--- config.mk ---
export PLATFORM = sky130hd
export DESIGN_NAME = bram_port_arbiter
export DESIGN_NICKNAME = d
export VERILOG_FILES = /design/src/rtl/bram_arb_pkg.sv /design/src/rtl/rr_arb2.sv /design/src/rtl/bram_port_arbiter.sv
export SDC_FILE = /design/constraint.sdc
export NUM_CORES = 1
export LEC_CHECK = 0
export CAP_MARGIN = 25
export CORE_MARGIN = 2
export CORE_UTILIZATION = 40
export DETAILED_ROUTE_END_ITERATION = 16
export GPL_ROUTABILITY_DRIVEN = 0
export GPL_TIMING_DRIVEN = 0
export PLACE_DENSITY = 0.81
export SYNTH_ARGS = -nofsm -noshare
export SYNTH_HDL_FRONTEND = slang
export SYNTH_HIERARCHICAL = 1
export SYNTH_SLANG_ARGS = --single-unit
export TNS_END_PERCENT = 100
--- constraint.sdc ---
create_clock -name BRAM_Clk -period 6.3 [get_ports BRAM_Clk]
set_input_delay 1.26 -clock BRAM_Clk [delete_from_list [all_inputs] [get_ports BRAM_Clk]]
set_output_delay 1.26 -clock BRAM_Clk [all_outputs]
set_load 0.02 [all_outputs]
--- src/rtl/bram_arb_pkg.sv ---
// bram_arb_pkg: shared state encoding and constants for the BRAM port arbiter
package bram_arb_pkg;
  typedef enum logic [1:0] {ST_IDLE, ST_ACCESS, ST_RESP} state_t;
  localparam int C_NUM_REQ = 2;
  localparam logic C_LAST_RST = 1'b1;
endpackage

--- src/rtl/rr_arb2.sv ---
// rr_arb2: combinational two-way round-robin grant, favouring the requester that did not win last
module rr_arb2 (
  input  logic [1:0] req_i,
  input  logic       last_i,
  output logic [1:0] gnt_o,
  output logic       vld_o
);
  assign gnt_o[0] = req_i[0] & (~req_i[1] | last_i);
  assign gnt_o[1] = req_i[1] & (~req_i[0] | ~last_i);
  assign vld_o    = |req_i;
endmodule

--- src/rtl/bram_port_arbiter.sv ---
// bram_port_arbiter: shares one BRAM port between two requesters with round-robin grants
module bram_port_arbiter
  import bram_arb_pkg::*;
#(
  parameter int C_PORT_DWIDTH = 32,
  parameter int C_PORT_AWIDTH = 32,
  parameter int C_NUM_WE      = 4
) (
  input  logic                     BRAM_Clk,
  input  logic                     BRAM_Rst,
  input  logic                     Req_0,
  input  logic                     Req_1,
  input  logic [0:C_NUM_WE-1]      WE_0,
  input  logic [0:C_NUM_WE-1]      WE_1,
  input  logic [0:C_PORT_AWIDTH-1] Addr_0,
  input  logic [0:C_PORT_AWIDTH-1] Addr_1,
  input  logic [0:C_PORT_DWIDTH-1] Wdata_0,
  input  logic [0:C_PORT_DWIDTH-1] Wdata_1,
  output logic                     Ack_0,
  output logic                     Ack_1,
  output logic [0:C_PORT_DWIDTH-1] Rdata_0,
  output logic [0:C_PORT_DWIDTH-1] Rdata_1,
  output logic                     BRAM_EN,
  output logic [0:C_NUM_WE-1]      BRAM_WEN,
  output logic [0:C_PORT_AWIDTH-1] BRAM_Addr,
  output logic [0:C_PORT_DWIDTH-1] BRAM_Dout,
  input  logic [0:C_PORT_DWIDTH-1] BRAM_Din
);
  state_t                     state_q;
  logic                       last_q, rd_q, en_q, ack0_q, ack1_q;
  logic [0:C_NUM_WE-1]        wen_q;
  logic [0:C_PORT_AWIDTH-1]   addr_q;
  logic [0:C_PORT_DWIDTH-1]   dout_q, rdata0_q, rdata1_q;
  logic [C_NUM_REQ-1:0]       elig, gnt;
  logic                       gnt_vld;
  logic [0:C_NUM_WE-1]        we_sel;
  // a requester whose Ack is showing is masked so a late Req drop cannot re-issue
  assign elig   = {Req_1 & ~ack1_q, Req_0 & ~ack0_q};
  assign we_sel = gnt[1] ? WE_1 : WE_0;
  rr_arb2 u_rr (
    .req_i  (elig),
    .last_i (last_q),
    .gnt_o  (gnt),
    .vld_o  (gnt_vld)
  );
  // access FSM; last_q doubles as the latched winner of the in-flight access
  always_ff @(posedge BRAM_Clk or posedge BRAM_Rst) begin
    if (BRAM_Rst) begin
      state_q  <= ST_IDLE;
      last_q   <= C_LAST_RST;
      rd_q     <= 1'b0;
      en_q     <= 1'b0;
      wen_q    <= '0;
      addr_q   <= '0;
      dout_q   <= '0;
      ack0_q   <= 1'b0;
      ack1_q   <= 1'b0;
      rdata0_q <= '0;
      rdata1_q <= '0;
    end else begin
      ack0_q <= 1'b0;
      ack1_q <= 1'b0;
      case (state_q)
        ST_IDLE: if (gnt_vld) begin
          state_q <= ST_ACCESS;
          last_q  <= gnt[1];
          rd_q    <= we_sel == '0;
          en_q    <= 1'b1;
          wen_q   <= we_sel;
          addr_q  <= gnt[1] ? Addr_1 : Addr_0;
          dout_q  <= gnt[1] ? Wdata_1 : Wdata_0;
        end
        ST_ACCESS: begin
          state_q <= ST_RESP;
          en_q    <= 1'b0;
          wen_q   <= '0;
        end
        default: begin
          state_q <= ST_IDLE;
          ack0_q  <= ~last_q;
          ack1_q  <= last_q;
          if (rd_q && !last_q) rdata0_q <= BRAM_Din;
          if (rd_q && last_q) rdata1_q <= BRAM_Din;
        end
      endcase
    end
  end
  assign Ack_0     = ack0_q;
  assign Ack_1     = ack1_q;
  assign Rdata_0   = rdata0_q;
  assign Rdata_1   = rdata1_q;
  assign BRAM_EN   = en_q;
  assign BRAM_WEN  = wen_q;
  assign BRAM_Addr = addr_q;
  assign BRAM_Dout = dout_q;
endmodule

Word-level counts from Yosys, hierarchy flattened
Cells that the tools add are included.

Register bits: 139. Input bits: 172. Output and inout port bits: 135. Logic and storage cells: 45.

Eq/ne operators: 2. Multiplexer cells: 11. Bitwise operators: 9. Reductions and logical operators: 12.

Operators with widths (count): $mux 32 (2); $mux 4 (2); $pmux 4 s2 (1); $reduce_and 2->1 (4); $not 1->1 (5); $logic_not 4->1 (1); $pmux 2 s2 (1); $reduce_or 2->1 (2); $and 1x1->1 (3); $mux 1 (3); $eq 2x1->1 const B (1); $logic_and 1x1->1 (2); $logic_not 2->1 (1); $mux 2 (1); $ne 2x2->1 const B (1); $pmux 1 s2 (1); $reduce_bool 2->1 (1); $logic_not 1->1 (1); $or 1x1->1 (1).

Longest topological paths before layout
Depth in word-level cells: 8. Depth in mapped cells: 8. Mapped depth without buffers: 6.

Hierarchy
The synthesis kept the hierarchy.

By module, submodules not included: bram_port_arbiter (instances 1, cells each 458, area an instance 5871.9 um^2, sequential area each 3479.6 um^2); rr_arb2 (instances 1, cells each 4, area an instance 25.0 um^2, sequential area each 0.0 um^2).

Worst setup path after synthesis
OpenSTA, ideal clock, no wires.

Kind: input-to-reg. Start: input port Req_1. End: register wen_q (netlist bit BRAM_WEN[0]). Library setup time: 132 ps. Arrival time: 2389 ps. Required time: 6168 ps. Path slack: 3779 ps. Stages on the path: 8. Buffers on the path: 3. Cells stage by stage: nor2b_1 -> or2_1 -> or3b_1 -> buf_2 -> buf_6 -> buf_6 -> nand3_1 -> o21ai_1.

Elaborated cells on any way between the ends: 8. Those cells by class: 1 x eq/ne; 3 x mux; 2 x bitwise; 2 x reduce/logical.

RTL lines: start: declaration (RTL line bram_port_arbiter.sv:12) `input logic Req_1,`; $and 1x1->1 (RTL line bram_port_arbiter.sv:38) `assign elig = {Req_1 & ~ack1_q, Req_0 & ~ack0_q};`; $reduce_or 2->1 (RTL line rr_arb2.sv:10) `assign vld_o = |req_i;`; named net gnt_vld (RTL line bram_port_arbiter.sv:35) `logic gnt_vld;`; $ne 2x2->1 (no source line); $reduce_and 2->1 (no source line); end signal: assignment (RTL line bram_port_arbiter.sv:69) `wen_q <= we_sel;`; end: declaration (RTL line bram_port_arbiter.sv:31) `logic [0:C_NUM_WE-1] wen_q;`.

The timed path passes the listed nets, and every way through them passes these cells. The select of a mux whose other input is x is not followed. A chain may end at the register's enable or synchronous reset.

Worst setup path after layout
Start: input port Req_1. End: register dout_q (netlist bit BRAM_Dout[12]).

Cells in the longest elaborated chain, start to end: 3. Elaborated cells on any way between the ends: 5. Those cells by class: 1 x mux; 2 x bitwise; 2 x reduce/logical.

RTL lines: $and 1x1->1 (RTL line bram_port_arbiter.sv:38); named net elig[1] (RTL line bram_port_arbiter.sv:34) `logic [C_NUM_REQ-1:0] elig, gnt;`; $and 1x1->1 (RTL line rr_arb2.sv:9) `assign gnt_o[1] = req_i[1] & (~req_i[0] | ~last_i);`; named net gnt[1] (RTL line bram_port_arbiter.sv:34); $mux 32 (RTL line bram_port_arbiter.sv:71) `dout_q <= gnt[1] ? Wdata_1 : Wdata_0;`; end signal: assignment (RTL line bram_port_arbiter.sv:71); end: declaration (RTL line bram_port_arbiter.sv:33) `logic [0:C_PORT_DWIDTH-1] dout_q, rdata0_q, rdata1_q;`.

The timed path passes the listed nets, and every way through them passes these cells.

==> flow_summary_export.csv <==
group,metric,value,unit
run_status,status,"completed",
detailed_routing,routed_wl,17.5,mm
clock_network,holdBufCountCts,0,
power,vdd_drop_max,250,uV
synth,synthesis.area,5890,um2
sta,tightest_slew,631,ps
sta,layout_min_cycle_time,3060,ps
synth,synth_warnings,6,
sta,setup_tns,0,ps
worst_hold_path,hp-start,"BRAM_Dout[24]",
sta,setup_slack,3240,ps
detailed_routing,avgRoutedWirePerCell,17.9,um
synth,syn-instance-count,460,
detailed_routing,drtPass1Iterations,6,
sta,hold_viol_final,0,
die,core-area,14500,um2
run,cap_violations,0,
worst_setup_path,crit_start,"Req_1",
clock_network,htree_levels,4,
placed_design,dpl.hpwl,13.5,mm
die,die-area,15700,um2
placed_design,io_buffers,306,
power,p_leak,4.24,nW
finish,fin_util,67.9,%
grt,grt_pass1_vias,5211,
clock_network,clk_path_buf_depth,2,
clock_network,cts.clk_slew.worst_paths,60,ps
detailed_routing,drt_iter0_drc,217,
die,die_w,125,um
clock_network,post_cts_buffers,0,
sta,finalCritPeriodShare,48.5,%
detailed_routing,num_vias,4760,
die,ioPinCount,307,
sta,relSlewSlack,57.9,%
grt,grt_max_degree,73,
worst_setup_path,end_kind,"flop",
synth,synthesis.nets,632,
clock_network,numCtsBuffers,17,
worst_setup_path,start_kind,"input port",
finish,area_delta_synth_final,67.1,%
finish,drive_above_1_share,17.4,%
finish,layout.nets,958,
detailed_routing,remaining_drc_errors,0,
grt,grt_pass1_wl,28.3,mm
worst_setup_path,worstSetupPathType,"input port to flop",
sta,rsz0062_at_grt,"no",
worst_setup_path,timing.rr.start,"Ack_1",
clock_network,cts_tree,"yes",
grt,grt_antenna_before_repair,0,
worst_hold_path,hold_depth,2,
clock_network,clkLatencyLatePin,410,ps
clock_network,root_buffer,"clkbuf_16",
power,power.density,534,nW/um2
sta,finalSetupViolCount,0,
worst_setup_path,worstPathRequired,6570,ps
finish,antenna-diode-count,0,
grt,track_usage,23.0,%
placed_design,post-place-ws,2850,ps
detailed_routing,viasPerCell,4.85,
worst_setup_path,crit_fanout,10,
detailed_routing,ant_nets,0,
sta,skew,7.70,ps
sta,max_clock_freq,327,MHz
synth,avgSynthCellArea,12.8,um2
die,rows,44,
worst_setup_path,reg2reg_depth,6,
sta,drv_slew,0,
worst_hold_path,hold_path.class,"flop to flop",
die,die_h,125,um
worst_setup_path,cp.arrival,3330,ps
clock_network,cts_sinks,139,
die,start_util,40.6,%
grt,gr-total-overflow,0,
clock_network,cts_resized,0,
[sequential cells by signal (all words and copies together) (netlist names), 2 cells and up]
| name | count |
|---|---|
| state_q | 2 |
| BRAM_WEN | 4 |
| Rdata_1 | 32 |
| BRAM_Addr | 32 |
| BRAM_Dout | 32 |
| Rdata_0 | 32 |
[worst paths after layout]
path                                  to  slack, ps
max reg2reg                BRAM_Dout[12]       4190
min                        BRAM_Dout[24]        480
min in group asynchronous     Rdata_0[0]       1320
min reg2reg                BRAM_Dout[24]        480
max                        BRAM_Dout[12]       3240
max in group asynchronous  BRAM_Addr[20]       4220
[power breakdown]
part           internal (mW)  total [mW]  switching (mW)
registers               1.35        1.60           0.249
logic                   1.28        2.61            1.32
clock network          0.683        1.05           0.366
[through the flow]
step	std cells	cell area, um2	hold WS (ps)	total power, mW
after floorplan	460	5890	463	2.95
after global placement	950	9180	464	4.14
after detailed placement	951	9210	465	4.22
after CTS	982	9840	478	5.30
after global routing	982	9840	504	5.53
final	982	9840	476	5.25
[area by class of cell]
class                   instances  area (um2)
well taps                     184         230
repair buffers                307        3090
clock buffers                  21         460
plain buffers                  30         205
multi-input cells             288        2190
clock inverters                10         164
flip-flops and latches        139        3480
inverters                       3        16.3
fillers                      1086        4640
[cell usage in the layout, fill, tap and decap left out, drive strengths merged]
cell type	instances
nand3b	1
dfrtp	138
dfstp	1
nand2	70
clkbuf	26
clkinvlp	1
o21ai	69
or2	1
mux2	64
or3b	1
clkinv	3
nor4	2
inv	5
nand3	5
and2	1
clkdlybuf4s50	306
a21boi	1
buf	26
nand2b	1
bufinv	4
nor2b	3
mux2i	69
[critical path, stage by stage]
cell and delay [ps]:
clkdlybuf4s50_1 450, nor2b_1 170, a21boi_1 180, clkbuf_1 440, buf_2 430, mux2i_1 300
o21ai_1 90
[routing by layer]
metal / vias to the layer above / share of wire (%) / track usage [%] / routed length [um]
met4: 0 / 1.8 / 6.54 / 310
met2: 202 / 52 / 41.1 / 9110
li1: 2248 / - / - / -
met3: 24 / 6.8 / 6.63 / 1190
met5: - / 0 / 0 / 0
met1: 2286 / 40 / 27.0 / 6940
(Power assumes the default switching activity.)
